File: src/rtl/nic_pkg.sv
// Shared constants for the NIC FIFO channel: CPU register map, status word layout, VC bit.
package nic_pkg;

  localparam logic [1:0] ADDR_IN_DATA  = 2'b00;
  localparam logic [1:0] ADDR_IN_STAT  = 2'b01;
  localparam logic [1:0] ADDR_OUT_DATA = 2'b10;
  localparam logic [1:0] ADDR_OUT_STAT = 2'b11;

  // Status positions are offsets back from the last packet index (PACKET_WIDTH-ofs).
  localparam int STAT_FLAG0_OFS = 1;
  localparam int STAT_FLAG1_OFS = 2;
  localparam int STAT_CNT_OFS   = 3;

  localparam int VC_BIT = 0;

endpackage

File: src/rtl/nic_sync_fifo.sv
// Synchronous FIFO with explicit occupancy count, so a stored all-zero packet stays visible.
module nic_sync_fifo
  import nic_pkg::*;
#(
  parameter int PACKET_WIDTH = 64,
  parameter int DEPTH        = 4,
  localparam int PTR_W       = $clog2(DEPTH),
  localparam int CNT_W       = $clog2(DEPTH) + 1
) (
  input  logic                    clk,
  input  logic                    reset,
  input  logic                    push,
  input  logic                    pop,
  input  logic [0:PACKET_WIDTH-1] din,
  output logic [0:PACKET_WIDTH-1] head,
  output logic                    full,
  output logic                    empty,
  output logic [CNT_W-1:0]        count
);

  logic [0:PACKET_WIDTH-1] mem_r [DEPTH];
  logic [PTR_W-1:0]        wr_ptr_r;
  logic [PTR_W-1:0]        rd_ptr_r;
  logic [CNT_W-1:0]        count_r;
  logic                    do_push_s;
  logic                    do_pop_s;

  assign full      = (count_r == CNT_W'(DEPTH));
  assign empty     = (count_r == CNT_W'(0));
  assign count     = count_r;
  assign head      = mem_r[rd_ptr_r];
  assign do_push_s = push & ~full;
  assign do_pop_s  = pop & ~empty;

  // Storage, wrapping pointers and occupancy count.
  always_ff @(posedge clk or posedge reset) begin
    if (reset) begin
      wr_ptr_r <= '0;
      rd_ptr_r <= '0;
      count_r  <= '0;
      for (int i = 0; i < DEPTH; i++) begin
        mem_r[i] <= '0;
      end
    end else begin
      if (do_push_s) begin
        mem_r[wr_ptr_r] <= din;
        wr_ptr_r        <= wr_ptr_r + PTR_W'(1);
      end
      if (do_pop_s) begin
        rd_ptr_r <= rd_ptr_r + PTR_W'(1);
      end
      case ({do_push_s, do_pop_s})
        2'b10:   count_r <= count_r + CNT_W'(1);
        2'b01:   count_r <= count_r - CNT_W'(1);
        default: count_r <= count_r;
      endcase
    end
  end

endmodule

File: src/rtl/nic_fifo_channel.sv
// NIC between a CPU and its mesh router port: router->CPU input FIFO, CPU->router output
// FIFO with VC-polarity-gated injection, and status words with sticky output overflow.
module nic_fifo_channel
  import nic_pkg::*;
#(
  parameter int PACKET_WIDTH = 64,
  parameter int DEPTH        = 4,
  localparam int CNT_W       = $clog2(DEPTH) + 1
) (
  input  logic                    clk,
  input  logic                    reset,
  input  logic [1:0]              addr,
  input  logic [0:PACKET_WIDTH-1] d_in,
  output logic [0:PACKET_WIDTH-1] d_out,
  input  logic                    nicEn,
  input  logic                    nicEnWR,
  input  logic                    net_si,
  output logic                    net_ri,
  input  logic [0:PACKET_WIDTH-1] net_di,
  output logic                    net_so,
  input  logic                    net_ro,
  output logic [0:PACKET_WIDTH-1] net_do,
  input  logic                    net_polarity
);

  logic                    cpu_rd_s, cpu_wr_s;
  logic                    in_push_s, in_pop_s, in_full_s, in_empty_s;
  logic                    out_push_s, out_full_s, out_empty_s;
  logic                    inject_s, ovf_set_s;
  logic [CNT_W-1:0]        in_count_s, out_count_s;
  logic [0:PACKET_WIDTH-1] in_head_s, out_head_s, in_stat_s, out_stat_s;
  logic [0:PACKET_WIDTH-1] d_out_r, net_do_r;
  logic                    net_so_r, ovf_r;

  assign cpu_rd_s   = nicEn & ~nicEnWR;
  assign cpu_wr_s   = nicEn & nicEnWR;
  assign net_ri     = ~in_full_s;
  assign in_push_s  = net_si & ~in_full_s;
  assign in_pop_s   = cpu_rd_s & (addr == ADDR_IN_DATA) & ~in_empty_s;
  assign out_push_s = cpu_wr_s & (addr == ADDR_OUT_DATA) & ~out_full_s;
  assign ovf_set_s  = cpu_wr_s & (addr == ADDR_OUT_DATA) & out_full_s;
  // The !net_so_r term spaces injections at least two cycles apart.
  assign inject_s   = ~out_empty_s & net_ro & (out_head_s[VC_BIT] == net_polarity) & ~net_so_r;

  assign d_out  = d_out_r;
  assign net_so = net_so_r;
  assign net_do = net_do_r;

  nic_sync_fifo #(.PACKET_WIDTH(PACKET_WIDTH), .DEPTH(DEPTH)) u_in_fifo (
    .clk(clk), .reset(reset), .push(in_push_s), .pop(in_pop_s), .din(net_di),
    .head(in_head_s), .full(in_full_s), .empty(in_empty_s), .count(in_count_s)
  );

  nic_sync_fifo #(.PACKET_WIDTH(PACKET_WIDTH), .DEPTH(DEPTH)) u_out_fifo (
    .clk(clk), .reset(reset), .push(out_push_s), .pop(inject_s), .din(d_in),
    .head(out_head_s), .full(out_full_s), .empty(out_empty_s), .count(out_count_s)
  );

  // Status word assembly for both channels.
  always_comb begin
    in_stat_s  = '0;
    out_stat_s = '0;
    in_stat_s[PACKET_WIDTH-STAT_FLAG0_OFS] = ~in_empty_s;
    in_stat_s[PACKET_WIDTH-STAT_CNT_OFS-CNT_W+1 : PACKET_WIDTH-STAT_CNT_OFS] = in_count_s;
    out_stat_s[PACKET_WIDTH-STAT_FLAG0_OFS] = out_full_s;
    out_stat_s[PACKET_WIDTH-STAT_FLAG1_OFS] = ovf_r;
    out_stat_s[PACKET_WIDTH-STAT_CNT_OFS-CNT_W+1 : PACKET_WIDTH-STAT_CNT_OFS] = out_count_s;
  end

  // CPU read data register; holds when no read is issued.
  always_ff @(posedge clk or posedge reset) begin
    if (reset) begin
      d_out_r <= '0;
    end else if (cpu_rd_s) begin
      case (addr)
        ADDR_IN_DATA:  d_out_r <= in_empty_s ? {PACKET_WIDTH{1'b0}} : in_head_s;
        ADDR_IN_STAT:  d_out_r <= in_stat_s;
        ADDR_OUT_DATA: d_out_r <= out_empty_s ? {PACKET_WIDTH{1'b0}} : out_head_s;
        ADDR_OUT_STAT: d_out_r <= out_stat_s;
        default:       d_out_r <= d_out_r;
      endcase
    end else begin
      d_out_r <= d_out_r;
    end
  end

  // Sticky overflow: a new overflow beats the clear-on-read of the output status.
  always_ff @(posedge clk or posedge reset) begin
    if (reset) begin
      ovf_r <= 1'b0;
    end else if (ovf_set_s) begin
      ovf_r <= 1'b1;
    end else if (cpu_rd_s && (addr == ADDR_OUT_STAT)) begin
      ovf_r <= 1'b0;
    end else begin
      ovf_r <= ovf_r;
    end
  end

  // Router injection: one-cycle send strobe, net_do keeps the last packet sent.
  always_ff @(posedge clk or posedge reset) begin
    if (reset) begin
      net_so_r <= 1'b0;
      net_do_r <= '0;
    end else if (inject_s) begin
      net_so_r <= 1'b1;
      net_do_r <= out_head_s;
    end else begin
      net_so_r <= 1'b0;
      net_do_r <= net_do_r;
    end
  end

endmodule

File: config.mk
export PLATFORM = sky130hd
export DESIGN_NAME = nic_fifo_channel
export DESIGN_NICKNAME = d
export VERILOG_FILES = /design/src/rtl/nic_pkg.sv /design/src/rtl/nic_sync_fifo.sv /design/src/rtl/nic_fifo_channel.sv
export SDC_FILE = /design/constraint.sdc
export NUM_CORES = 1
export LEC_CHECK = 0
export CORE_MARGIN = 3
export CORE_UTILIZATION = 40
export CTS_BUF_LIST = sky130_fd_sc_hd__clkbuf_4
export DETAILED_ROUTE_END_ITERATION = 7
export PLACE_DENSITY_LB_ADDON = 0.08
export SYNTH_ARGS = -nofsm -noshare
export SYNTH_HDL_FRONTEND = slang
export SYNTH_HIERARCHICAL = 1
export SYNTH_SLANG_ARGS = --single-unit
File: constraint.sdc
create_clock -name clk -period 10.1 [get_ports clk]
set_input_delay 2.02 -clock clk [delete_from_list [all_inputs] [get_ports clk]]
set_output_delay 2.02 -clock clk [all_outputs]
set_load 0.01 [all_outputs]
==> flow_summary.ini <==
[sta]
worstMarginPinSlew_ns = 1.14
finalSetupViolCount = 0
slew_headroom_pct = 23.6
final.setup.worst_slack_ns = 5.16
skew_ns = 0.0586
drv_slew = 0
fmax_mhz = 202
fin_crit_ns = 4.94
post-route-period-util_pct = 48.9
hold_viol_final = 0
whs_ns = 0.499
rsz0062_at_grt = no
tns_ns = 0

[grt]
overflow = 0
grt_max_degree = 164
grt-busiest-layer = met2
grt_pass1_wl_mm = 115
grt_util_met3_pct = 5.23
grtUsageMet2_pct = 34.0
grt_pass1_vias = 18600
grt_usage_pct = 20.6
grt_antenna_before_repair = 13
use_met1_pct = 26.2

[cts]
cts_setup_buffers = 0
cts_sinks = 656
cts-htree-levels = 4
root_buffer = clkbuf_4
cts_hold_buf = 0
cts_buffer_depth = 3
tritoncts = built
insertion_delay_ns = 0.99
path_clk_slew_ns = 0.06
cts-buffers-inserted = 178
cts_resized = 0

[hold_path]
min_from = u_out_fifo/mem_r[121]
hold_path_class = flip-flop to flip-flop

[layout]
area_delta_synth_final_pct = 19.2
fillers = 6188
fin_util_pct = 48.5
layout-drive-gt1-share_pct = 46.9
nets = 2209

[floorplanning]
rows = 97
coreArea_mm2 = 0.0706
initial_utilization_pct = 40.7
die_h_um = 274
die_area_mm2 = 0.0751
fp.dieW_um = 274
ios = 267

[placed_design]
place_congestion = 0.746
post-dp-hpwl_mm = 45.1
io_buffer_count = 266
pre_cts_slack_ns = 4.26

[worst_setup_path]
r2r_end = u_out_fifo/count[2]
reg2reg_slack_ns = 6.23
end_kind = output pin
startpoint_type = flip-flop
critPathLaunch = u_in_fifo/count[0]
critical_path_arrival_ns = 2.92
crit_end = net_ri
crit_type = flip-flop to output pin
required_ns = 8.08
rr_worst_depth = 11
cp_max_fo = 7
r2r-start = u_out_fifo/rd_ptr_r[0]

[synthesis]
synth_cell_types = 39
yosysWarnings = 6
synthCells = 1698
synth_edf_count = 0
ys.flop_type = dfrtp_1
synth-seq-cells = 656
async_flop_share_pct = 100
syn_avg_cell_area_um2 = 16.9
yosysSeqAreaShare_pct = 57.1
syn_area_mm2 = 0.0287
syn-num-nets = 1847

[detailed_routing]
drc = 0
drt_iter0_drc = 728
num_vias = 16500
avgViaCountPerCell = 5.25
antenna_left = 0
wire_per_inst_um = 23.9
dr.pass1.iters = 4
detail_route.wirelength_mm = 75.2

[status]
status = finished clean

[power]
p_total_mw = 10.8
power_density_mw_per_mm2 = 315
irDropWorstVdd_v = 0.000156
p_leak_nw = 15.0

[run]
drv_cap = 0
==> report_power, final <==
group / switching, mW / internal (mW) / leakage [nW]
logic: 1.47 / 2.34 / 5.39
clock network: 1.11 / 1.29 / 1.36
registers: 0.756 / 3.81 / 8.25
==> worst min path at each step <==
| stage | endpoint | depth (start not counted) |
|---|---|---|
| 2_1_floorplan | u_in_fifo/mem_r[100] | 1 |
| 4_1_cts | u_in_fifo/mem_r[125] | 1 |
| 6_report | u_out_fifo/mem_r[121] | 1 |
| 5_1_grt | u_out_fifo/mem_r[136] | 1 |
| 3_3_place_gp | u_out_fifo/mem_r[146] | 1 |
| 3_5_place_dp | u_in_fifo/mem_r[142] | 1 |
==> placed cells by master, fill, tap and decap left out, types with 10 or more instances in the layout <==
| cell | n |
|---|---|
| dfrtp_1 | 652 |
| ha_1 | 10 |
| mux2_4 | 59 |
| and2_0 | 23 |
| mux4_2 | 128 |
| clkdlybuf4s50_1 | 266 |
| and2_1 | 36 |
| a221o_1 | 63 |
| clkinv_1 | 35 |
| inv_1 | 14 |
| buf_4 | 21 |
| mux2_2 | 518 |
| diode_2 | 14 |
| clkbuf_4 | 263 |
| nand2_1 | 13 |
==> cells by family after synthesis <==
group                    after synthesis  share of synthesized area, %
multiplexers                         710                          33.6
flip-flops                           656                          57.1
buffers and inverters                123                          3.52
AND/OR/NAND/NOR                      104                          2.19
AO/OA/AOI/OAI                         81                          2.62
XOR/XNOR                              12                         0.366
adder cells (fa/ha/maj)               12                         0.575
==> synth_stat cells, types with 2 or more instances <==
| cell type | n | area share [%] |
|---|---|---|
| xnor2_1 | 6 | 0.18 |
| nor2_1 | 3 | 0.039 |
| dfrtp_1 | 656 | 57 |
| fa_1 | 2 | 0.14 |
| o21ai_0 | 4 | 0.070 |
| nor3b_2 | 2 | 0.087 |
| nand3_1 | 2 | 0.035 |
| a22o_1 | 3 | 0.091 |
| buf_1 | 5 | 0.065 |
| and2_0 | 23 | 0.50 |
| buf_2 | 29 | 0.51 |
| mux4_2 | 128 | 10 |
| nor2_2 | 8 | 0.17 |
| clkbuf_1 | 17 | 0.22 |
| o31a_1 | 2 | 0.061 |
| xor2_1 | 6 | 0.18 |
| buf_6 | 15 | 0.59 |
| nand2_1 | 13 | 0.17 |
| mux2i_1 | 5 | 0.17 |
| a221o_1 | 63 | 2.2 |
| and2_1 | 36 | 0.78 |
| nand2b_1 | 4 | 0.087 |
| mux2_2 | 518 | 20 |
| mux2_4 | 59 | 3.1 |
| nor3_1 | 4 | 0.070 |
| inv_1 | 17 | 0.22 |
| nor2b_1 | 4 | 0.087 |
| a21oi_1 | 5 | 0.087 |
| clkbuf_8 | 40 | 1.9 |
| ha_1 | 10 | 0.44 |
==> state kept, by name, summed over array words and instances, names as in the netlist <==
signal	flops
d_out	64
net_do	64
net_so	1
ovf_r	1
u_in_fifo/count	3
u_in_fifo/mem_r	256
u_in_fifo/rd_ptr_r	2
u_in_fifo/wr_ptr_r	2
u_out_fifo/count	3
u_out_fifo/mem_r	256
u_out_fifo/rd_ptr_r	2
u_out_fifo/wr_ptr_r	2
==> metrics by stage <==
step | cells | area, um2
after floorplan | 1698 | 28700
after global placement | 2820 | 31900
after detailed placement | 2820 | 31900
after CTS | 3134 | 34200
after global routing | 3139 | 34200
final | 3148 | 34200
==> area by class of cell <==
type / count / area (um2) / share of cell area, %
clock inverters: 51 / 325 / 0.950
multi-input cells: 919 / 11400 / 33.2
clock buffers: 263 / 1970 / 5.77
flip-flops and latches: 656 / 16400 / 48.0
diodes: 14 / 35.0 / 0.102
repair buffers: 288 / 2840 / 8.30
well taps: 940 / 1180 / 3.44
inverters: 17 / 83.8 / 0.245
==> worst max-delay path, stage by stage, from the launching register on <==
cell and delay, ns:
dfrtp_1 0.47, nor3b_2 0.74, inv_1 0.23, clkdlybuf4s50_1 0.54
==> per-layer routing <==
layer	vias to the layer above	share of wire, %
met5	-	0.070
met4	6	2.0
met3	126	5.6
met2	376	50
met1	8820	42
li1	7193	-
Note: power is estimated with default switching activity, not from simulation.
